## src/rtl/seq_det_pkg.sv

```systemverilog
// Shared encodings for the sequence-detector scheduler slice.
package seq_det_pkg;

    typedef enum logic [1:0] {
        ST_IDLE   = 2'd0,
        ST_FLUSH  = 2'd1,
        ST_ACTIVE = 2'd2
    } state_t;

    localparam logic [1:0] MODE_INC    = 2'd0;
    localparam logic [1:0] MODE_DEC    = 2'd1;
    localparam logic [1:0] MODE_STEADY = 2'd2;
    localparam logic [1:0] MODE_HOLD   = 2'd3;

    localparam int DEF_DW = 4;

    function automatic int idx_w(input int n);
        return (n > 1) ? $clog2(n) : 1;
    endfunction

endpackage

```

## src/rtl/rr_pick.sv

```systemverilog
// Round-robin winner search: first set request at or above ptr,
// wrapping around.
module rr_pick
    import seq_det_pkg::*;
#(
    parameter int N = 2,
    parameter int W = idx_w(N)
) (
    input  logic [N-1:0] req,
    input  logic [W-1:0] ptr,
    output logic [W-1:0] winner,
    output logic         any
);

    always_comb begin
        winner = '0;
        any    = 1'b0;
        for (int i = 0; i < N; i++) begin
            if (!any && req[(int'(ptr) + i) % N]) begin
                any    = 1'b1;
                winner = W'((int'(ptr) + i) % N);
            end
        end
    end

endmodule

```

## src/rtl/seq_det_scheduler.sv

```systemverilog
// Time-shares one sequence detector among N_REQ stream sources,
// flushing detector history before every granted burst.
module seq_det_scheduler
    import seq_det_pkg::*;
#(
    parameter int N_REQ     = 2,
    parameter int DW        = DEF_DW,
    parameter int MAX_BURST = 16
) (
    input  logic                SYSCLK,
    input  logic                RST_B,
    input  logic [N_REQ-1:0]    REQ,
    input  logic [N_REQ-1:0]    REQ_VALID,
    input  logic [N_REQ-1:0]    REQ_LAST,
    input  logic [2*N_REQ-1:0]  REQ_MODE,
    input  logic [DW*N_REQ-1:0] REQ_DATA,
    output logic [N_REQ-1:0]    GNT,
    output logic [N_REQ-1:0]    RSP_VALID,
    output logic [DW-1:0]       RSP_DATA,
    output logic                BUSY,
    output logic                DET_RST_B,
    output logic                DET_IN_VALID,
    output logic [1:0]          DET_MODE,
    output logic [DW-1:0]       DET_DATA_IN,
    input  logic                DET_OUT_VALID,
    input  logic [DW-1:0]       DET_DATA_OUT
);

    localparam int OW = idx_w(N_REQ);
    localparam int CW = $clog2(MAX_BURST + 1);
    localparam logic [CW-1:0] CNT_MAX  = CW'(MAX_BURST);
    localparam logic [CW-1:0] CNT_LAST = CW'(MAX_BURST - 1);

    state_t         state;
    logic [OW-1:0]  owner;
    logic [OW-1:0]  ptr;
    logic [OW-1:0]  pick;
    logic [OW-1:0]  owner_inc;
    logic           any_req;
    logic [CW-1:0]  cnt;
    logic           active;
    logic           own_req;
    logic           beat;
    logic           burst_end;
    logic [N_REQ-1:0] owner_oh;

    rr_pick #(
        .N (N_REQ),
        .W (OW)
    ) u_rr_pick (
        .req    (REQ),
        .ptr    (ptr),
        .winner (pick),
        .any    (any_req)
    );

    assign active    = (state == ST_ACTIVE);
    assign own_req   = REQ[owner];
    assign beat      = REQ_VALID[owner];
    assign owner_oh  = N_REQ'(1) << owner;
    assign owner_inc = (int'(owner) == N_REQ - 1) ? '0 : owner + 1'b1;

    // Ending beat is still forwarded; any end condition closes the burst.
    assign burst_end = !own_req
                     || (beat && REQ_LAST[owner])
                     || (beat && cnt == CNT_LAST);

    assign GNT          = active ? owner_oh : '0;
    assign DET_IN_VALID = active && beat;
    assign DET_MODE     = active ? REQ_MODE[2*int'(owner) +: 2] : MODE_HOLD;
    assign DET_DATA_IN  = active ? REQ_DATA[DW*int'(owner) +: DW] : '0;
    assign RSP_VALID    = (active && DET_OUT_VALID) ? owner_oh : '0;
    assign RSP_DATA     = active ? DET_DATA_OUT : '0;
    assign BUSY         = (state != ST_IDLE);

    always_ff @(posedge SYSCLK or negedge RST_B) begin
        if (!RST_B) begin
            state     <= ST_IDLE;
            owner     <= '0;
            ptr       <= '0;
            cnt       <= '0;
            DET_RST_B <= 1'b0;
        end else begin
            case (state)
                ST_IDLE: begin
                    if (any_req) begin
                        owner     <= pick;
                        state     <= ST_FLUSH;
                        DET_RST_B <= 1'b0;
                    end else begin
                        DET_RST_B <= 1'b1;
                    end
                end
                ST_FLUSH: begin
                    cnt       <= '0;
                    DET_RST_B <= 1'b1;
                    state     <= own_req ? ST_ACTIVE : ST_IDLE;
                end
                ST_ACTIVE: begin
                    DET_RST_B <= 1'b1;
                    if (beat && cnt != CNT_MAX)
                        cnt <= cnt + 1'b1;
                    if (burst_end) begin
                        state <= ST_IDLE;
                        ptr   <= owner_inc;
                    end
                end
                default: begin
                    state     <= ST_IDLE;
                    DET_RST_B <= 1'b1;
                end
            endcase
        end
    end

endmodule

```

## config.mk

```make
export PLATFORM = sky130hd
export DESIGN_NAME = seq_det_scheduler
export DESIGN_NICKNAME = d
export VERILOG_FILES = /design/src/rtl/seq_det_pkg.sv /design/src/rtl/rr_pick.sv /design/src/rtl/seq_det_scheduler.sv
export SDC_FILE = /design/constraint.sdc
export NUM_CORES = 1
export LEC_CHECK = 0
export BUFFER_PORTS_ARGS = -buffer_cell sky130_fd_sc_hd__buf_2
export CAP_MARGIN = 20
export CORE_MARGIN = 5
export CORE_UTILIZATION = 38
export DETAILED_ROUTE_END_ITERATION = 6
export PLACE_DENSITY = 0.74
export RECOVER_POWER = 100
export SYNTH_ARGS = -nofsm -noshare
export SYNTH_HDL_FRONTEND = slang
export SYNTH_SLANG_ARGS = --single-unit
```

## constraint.sdc

```tcl
create_clock -name SYSCLK -period 1.5 [get_ports SYSCLK]
set_input_delay 0.15 -clock SYSCLK [delete_from_list [all_inputs] [get_ports SYSCLK]]
set_output_delay 0.15 -clock SYSCLK [all_outputs]
set_load 0.1 [all_outputs]
```

==> results of run 1 <==
## what timing repair did
| item | 4_1_cts | 5_1_grt |
|---|---|---|
| gates resized for setup | 6 | 20 |
| hold buffers | 1 | 0 |
| pin swaps | 2 | 4 |
| buffers inserted | 3 | 3 |
| endpoints found under the hold margin | 10 | 0 |
| cloned | 0 | 0 |
| endpoints found under the setup margin | 16 | 17 |
## area by class of cell
cell class                      count  share of cell area
Timing Repair Buffer               55               0.389
Multi-Input combinational cell     63               0.387
Sequential cell                    10               0.168
Tap cell                           25              0.0208
Inverter                            8              0.0200
Clock buffer                        3              0.0150
## per-stage QoR
step	instances	hold slack [ps]	setup WS, ps	TNS, ps	area (um^2)
5_1_grt	164	159	-116	-951	1500
6_report	164	160	-65.3	-272	1500
4_1_cts	161	128	-72.8	-409	1390
3_5_place_dp	154	22.7	-77.5	-153	1300
3_3_place_gp	154	18.6	32.6	0	1300
2_1_floorplan	83	-146	-351	-552	805
## Yosys cell counts (2+ instances only)
cell type   n  area share
nor2b_1     3       0.026
o21ai_0     3       0.021
mux2i_1    10        0.14
and2_1      7       0.061
ha_1        3       0.052
and3_1      2       0.017
inv_1       8       0.042
a21oi_1     3       0.021
nand2_1    10       0.052
nand2b_1    2       0.017
nor2_1      9       0.047
dfrtp_1    10        0.35
## state kept, by name (all words and copies together), names as in the netlist
register   flops
DET_RST_B      1
cnt            5
owner          1
ptr            1
state          2
## cells by family (layout without fill, tap and decap cells)
group                      after synthesis  in the layout  share of synthesized area
AOI/OAI and AO/OA                       14             14                      0.158
buffers and inverters                   10             66                     0.0522
adders and majority gates                3              3                     0.0522
muxes                                   11             11                      0.155
DFF                                     10             10                      0.348
and+or+nand+nor                         35             35                      0.235
## path summary, 6_finish.rpt
path                                    startpoint  depth (start not counted)                    to
worst min-delay path                        REQ[0]                          2     owner$_DFFE_PN0P_
max in group asynchronous                    RST_B                          2  state[0]$_DFFE_PN0P_
min in group asynchronous                    RST_B                          2    cnt[3]$_DFFE_PN0P_
worst max-delay path             owner$_DFFE_PN0P_                          4        DET_DATA_IN[2]
worst max register to register  cnt[0]$_DFFE_PN0P_                          6  state[1]$_DFFE_PN0P_
worst min register to register  cnt[3]$_DFFE_PN0P_                          1    cnt[3]$_DFFE_PN0P_
## power groups by stage
stage / Clock (uW) / Sequential (uW) / Combinational, uW
final: 171 / 440 / 2450
after global routing: 195 / 452 / 2550
after CTS: 176 / 417 / 2200
after detailed placement: 0 / 411 / 2110
after global placement: 0 / 405 / 2090
after floorplan: 0 / 528 / 1330
## per-layer routing
metal | vias to the layer above | GRT usage
met4 | 0 | 0.0255
met5 | - | 0
li1 | 404 | -
met3 | 8 | 0.0535
met2 | 41 | 0.365
met1 | 398 | 0.176
## placed cells by master (no fill, tap or decap), types with 3 or more instances in the layout
cell type / count
buf_2: 23
inv_1: 8
dfrtp_1: 8
nand2_1: 8
clkbuf_4: 3
buf_4: 9
mux2i_4: 3
a21oi_1: 3
mux2i_2: 3
nor2_4: 6
and2_2: 5
mux2i_1: 4
buf_12: 18
==> results.sh, run 1 <==
export IMPL_cts_tree="built"
export IMPL_min_period_ps=1570
export IMPL_status="finished with violations"
export IMPL_drc_errors=0
export IMPL_insertion_delay_ps=260
export IMPL_end_kind="primary output"
export IMPL_synthCells=83
export IMPL_sw_frac_of_total=0.542
export IMPL_rows=15
export IMPL_intPower_uw=1400
export IMPL_detail_route_wl_per_cell_um=18.6
export IMPL_crit_top_cell="buf_12"
export IMPL_detail_route_antenna_nets=0
export IMPL_wl_met1_um=1110
export IMPL_clkPwrFrac=0.056
export IMPL_port_buffers=41
export IMPL_gp_congestion=0.851
export IMPL_ys_seq_elements=10
export IMPL_ff2ff_setup_slack_ps=30
export IMPL_crit_slowest_cell="dfrtp_2"
export IMPL_clkSlewWorstSetupHoldPaths_ps=60
export IMPL_firstDrtPassIters=4
export IMPL_period_share=1.04
export IMPL_power_combinational_fraction=0.800
export IMPL_max_stage_delay_ps=430
export IMPL_syn_num_nets=111
export IMPL_violations="setup timing"
export IMPL_met2WireLength_um=1660
export IMPL_avgViaCountPerCell=5.19
export IMPL_vias=851
export IMPL_grt_max_degree=15
export IMPL_cp_start_kind="flip-flop"
export IMPL_synth_area_um2=719
export IMPL_cts_path_max_buffers=2
export IMPL_p_switching_uw=1660
export IMPL_slew_headroom=0.639
export IMPL_fin_worst_skew_ps=4.53
export IMPL_irDropWorstVdd_mv=2.22
export IMPL_antenna_cells=0
export IMPL_multi_input_area_um2=582
export IMPL_start_util=0.408
export IMPL_nets=169
export IMPL_die_area_um2=2860
export IMPL_worstPathMaxFanout=13
export IMPL_overflow=0
export IMPL_cp_data_required_time_ps=1350
export IMPL_die_h_um=53.5
export IMPL_fill_cells=94
export IMPL_cts_root_buf="clkbuf_4"
export IMPL_clkSinkCount=10
export IMPL_top_layer="met4"
export IMPL_arrival_ps=1420
export IMPL_grt_first_pass_wirelength_um=3600
export IMPL_routed_wl_um=3060
export IMPL_setup_viol_count_final=8
export IMPL_ys_seq_area_frac=0.348
export IMPL_rsz0062_at_grt="yes"
export IMPL_met3_length_um=201
export IMPL_drtIter0Drc=10
export IMPL_power_density_nw_per_um2=2040
export IMPL_tightest_slew_ps=542
export IMPL_area_growth_pct=109
export IMPL_synth_ff_type="dfrtp_1"
export IMPL_numCtsBuffers=3
export IMPL_min_path_type="input port to flip-flop"
export IMPL_crit_type="flip-flop to primary output"
export IMPL_synth_edf_count=0
export IMPL_finalHoldViolCount=0
export IMPL_core_area_um2=1760
export IMPL_finalPower_uw=3070
export IMPL_die_width_um=53.5
export IMPL_pin_count=42
export IMPL_finalWorstSetupSlack_ps=-65.3
export IMPL_grt_util_all_layers=0.179
export IMPL_power_leakage_uw=0.000649
export IMPL_clock_fmax_mhz=639
export IMPL_htreeDepth=1
export IMPL_async_flop_share=1.00
export IMPL_worst_path_buf_inv=2
export IMPL_report_final_slew_viol_count=0
export IMPL_utilization=0.852
export IMPL_cp_top_family="flip-flops"
export IMPL_seq_power_share=0.144
export IMPL_cp_cell_sequence="buf_12 > mux2i_2 > nor2_4 > buf_12"
export IMPL_drive_above_1_share=0.626
export IMPL_maxCapViolations=0
export IMPL_hpwl_um=1850
export IMPL_yosysWarnings=0
export IMPL_seq_area_um2=253
export IMPL_ys_types=25
export IMPL_grt_pass1_vias=813
export IMPL_postSynthAreaPerCell_um2=8.67
export IMPL_antenna_found_initial=0
Note: power is estimated with default switching activity, not from simulation.
==> run 2: changes to the inputs <==
CORE_UTILIZATION = 45   (was 38)
PLACE_DENSITY = 0.82   (was 0.74)
clock period = 1.91 ns   (was 1.5 ns; I/O delays follow)
==> run 2 against run 1 <==
The run now ends clean. Non-clock buffer count down 10. Critical path type unchanged. Die area decreased by 13%. Combinational power decreased by 47%. Largest cell class is now multi-input gates. Final cell count shrank 12%.
==> results.sh, run 2 (synthesis gave the netlist of run 1 again) <==
export IMPL_status="finished, final reports clean"
export IMPL_reg2regPathDepth=5
export IMPL_avgViaCountPerCell=5.36
export IMPL_hold_depth=2
export IMPL_crit_slowest_cell="dfrtp_1"
export IMPL_die_width_um=50.0
export IMPL_cts_root_buf="clkbuf_4"
export IMPL_report_final_slew_viol_count=0
export IMPL_ff2ff_setup_slack_ps=280
export IMPL_nets=159
export IMPL_antenna_cells=0
export IMPL_fin_worst_skew_ps=5.16
export IMPL_drc_errors=0
export IMPL_numCtsBuffers=3
export IMPL_firstDrtPassIters=4
export IMPL_drive_above_1_share=0.364
export IMPL_grt_util_all_layers=0.182
export IMPL_grt_pass1_vias=760
export IMPL_core_area_um2=1510
export IMPL_sw_frac_of_total=0.616
export IMPL_finalHoldViolCount=0
export IMPL_layout_common_cells="buf_2 (24), dfrtp_1 (10), mux2i_1 (10), nand2_1 (10), clkbuf_2 (9)"
export IMPL_rows=14
export IMPL_min_path_type="input port to flip-flop"
export IMPL_port_buffers=41
export IMPL_start_util=0.478
export IMPL_intPower_uw=686
export IMPL_largest_register="cnt"
export IMPL_place_area_um2=1090
export IMPL_arrival_ps=1600
export IMPL_die_area_um2=2500
export IMPL_cp_start_kind="flip-flop"
export IMPL_clkSlewWorstSetupHoldPaths_ps=60
export IMPL_p_switching_uw=1100
export IMPL_power_density_nw_per_um2=1660
export IMPL_slew_headroom=0.225
export IMPL_period_share=0.939
export IMPL_rsz0062_at_grt="no"
export IMPL_cts_path_max_buffers=2
export IMPL_worstPathMaxFanout=11
export IMPL_cts_tree="built"
export IMPL_antenna_found_initial=0
export IMPL_overflow=0
export IMPL_cp_data_required_time_ps=1720
export IMPL_hold_path_endpoint="owner$_DFFE_PN0P_"
export IMPL_reg2reg_to="cnt[0]$_DFFE_PN0P_"
export IMPL_detail_route_wl_per_cell_um=14.5
export IMPL_clkSinkCount=10
export IMPL_layout_cells_most_common="buf_2"
export IMPL_min_period_ps=1790
export IMPL_clock_fmax_mhz=558
export IMPL_crit_type="flip-flop to primary output"
export IMPL_grt_max_degree=15
export IMPL_gp_congestion=0.827
export IMPL_seq_power_share=0.186
export IMPL_drtIter0Drc=15
export IMPL_max_stage_delay_ps=420
export IMPL_power_leakage_uw=0.000532
export IMPL_setup_viol_count_final=0
export IMPL_htreeDepth=1
export IMPL_worst_path_buf_inv=2
export IMPL_largestRegisters="cnt (5), state (2)"
export IMPL_grt_first_pass_wirelength_um=3440
export IMPL_cp_top_family="simple AND/OR/NAND/NOR gates"
export IMPL_die_h_um=50.0
export IMPL_power_combinational_fraction=0.733
export IMPL_r2r_start="state[0]$_DFFE_PN0P_"
export IMPL_irDropWorstVdd_mv=0.883
export IMPL_routed_wl_um=2100
export IMPL_hp_start="REQ[0]"
export IMPL_detail_route_antenna_nets=0
export IMPL_maxCapViolations=0
export IMPL_final_cell_area_um2=1070
export IMPL_largest_reg_flops=5
export IMPL_insertion_delay_ps=270
export IMPL_hpwl_um=1770
export IMPL_pin_count=42
export IMPL_tightest_slew_ps=1170
export IMPL_vias=777
export IMPL_clkPwrFrac=0.081
export IMPL_fin_tns_setup_ps=0
export IMPL_area_growth_pct=49.2
export IMPL_cp_cell_sequence="nand2b_1 > clkbuf_2 > nor2_4 > and2_2 > buf_6"
export IMPL_end_kind="primary output"
==> run 2: how the worst max path moves through the flow <==
stage | depth (start not counted) | slack [ps] | startpoint | end
3_5_place_dp | 3 | 300 | state[0]$_DFFE_PN0P_ | RSP_VALID[1]
5_1_grt | 3 | 30 | state[1]$_DFFE_PN0P_ | RSP_DATA[1]
6_report | 5 | 120 | state[0]$_DFFE_PN0P_ | RSP_VALID[0]
4_1_cts | 3 | 8 | state[0]$_DFFE_PN0P_ | RSP_VALID[1]
3_3_place_gp | 3 | 380 | state[1]$_DFFE_PN0P_ | RSP_VALID[1]
2_1_floorplan | 4 | -250 | state[0]$_DFFE_PN0P_ | RSP_VALID[0]
==> run 2: per-stage QoR <==
stage                     hold WS [ps]  std cells  setup WS [ps]  total power, uW   util
final                              155        145            117             1780  0.713
after detailed placement          63.2        141            303             1700  0.721
after global placement            59.3        141            379             1680  0.721
after CTS                          147        145           8.17             1850  0.743
after floorplan                   -105         83           -248             1360      -
after global routing               149        145           29.0             1880  0.713
==> run 2: cell type report <==
cell class	instances	area, um^2
fill	132	433
multi-input combinational	63	425
timing repair buffer	45	325
sequential	10	250
inverter	8	30.0
clock buffer	3	22.5
tap	16	20.0
==> run 2: worst register-to-register path, stage by stage (launching register included) <==
cell      delay [ps]
dfrtp_1          420
nand2b_1         160
clkbuf_2         210
a311oi_1         330
clkbuf_1         230
mux2i_1          220
==> run 2: per-layer routing <==
metal | global-route usage | wire (um) | vias to the layer above
li1 | - | - | 381
met1 | 0.183 | 816 | 348
met2 | 0.293 | 955 | 42
met3 | 0.0753 | 255 | 6
met4 | 0.135 | 72 | 0
met5 | 0 | 0 | -
==> run 2: power by group through the flow <==
stage               logic (uW)  clock network (uW)  registers [uW]
floorplan                  950                   0             409
global route              1370                 161             341
CTS                       1370                 150             330
finish                    1310                 144             332
detailed placement        1370                   0             334
global placement          1350                   0             327
==> run 2: what timing repair did <==
| item | CTS | global route |
|---|---|---|
| resized for setup | 0 | 1 |
| setup endpoints to repair | 0 | 6 |
| endpoints found under the hold margin | 10 | 0 |
| hold buffers | 1 | 0 |
| setup buffers | 0 | 0 |
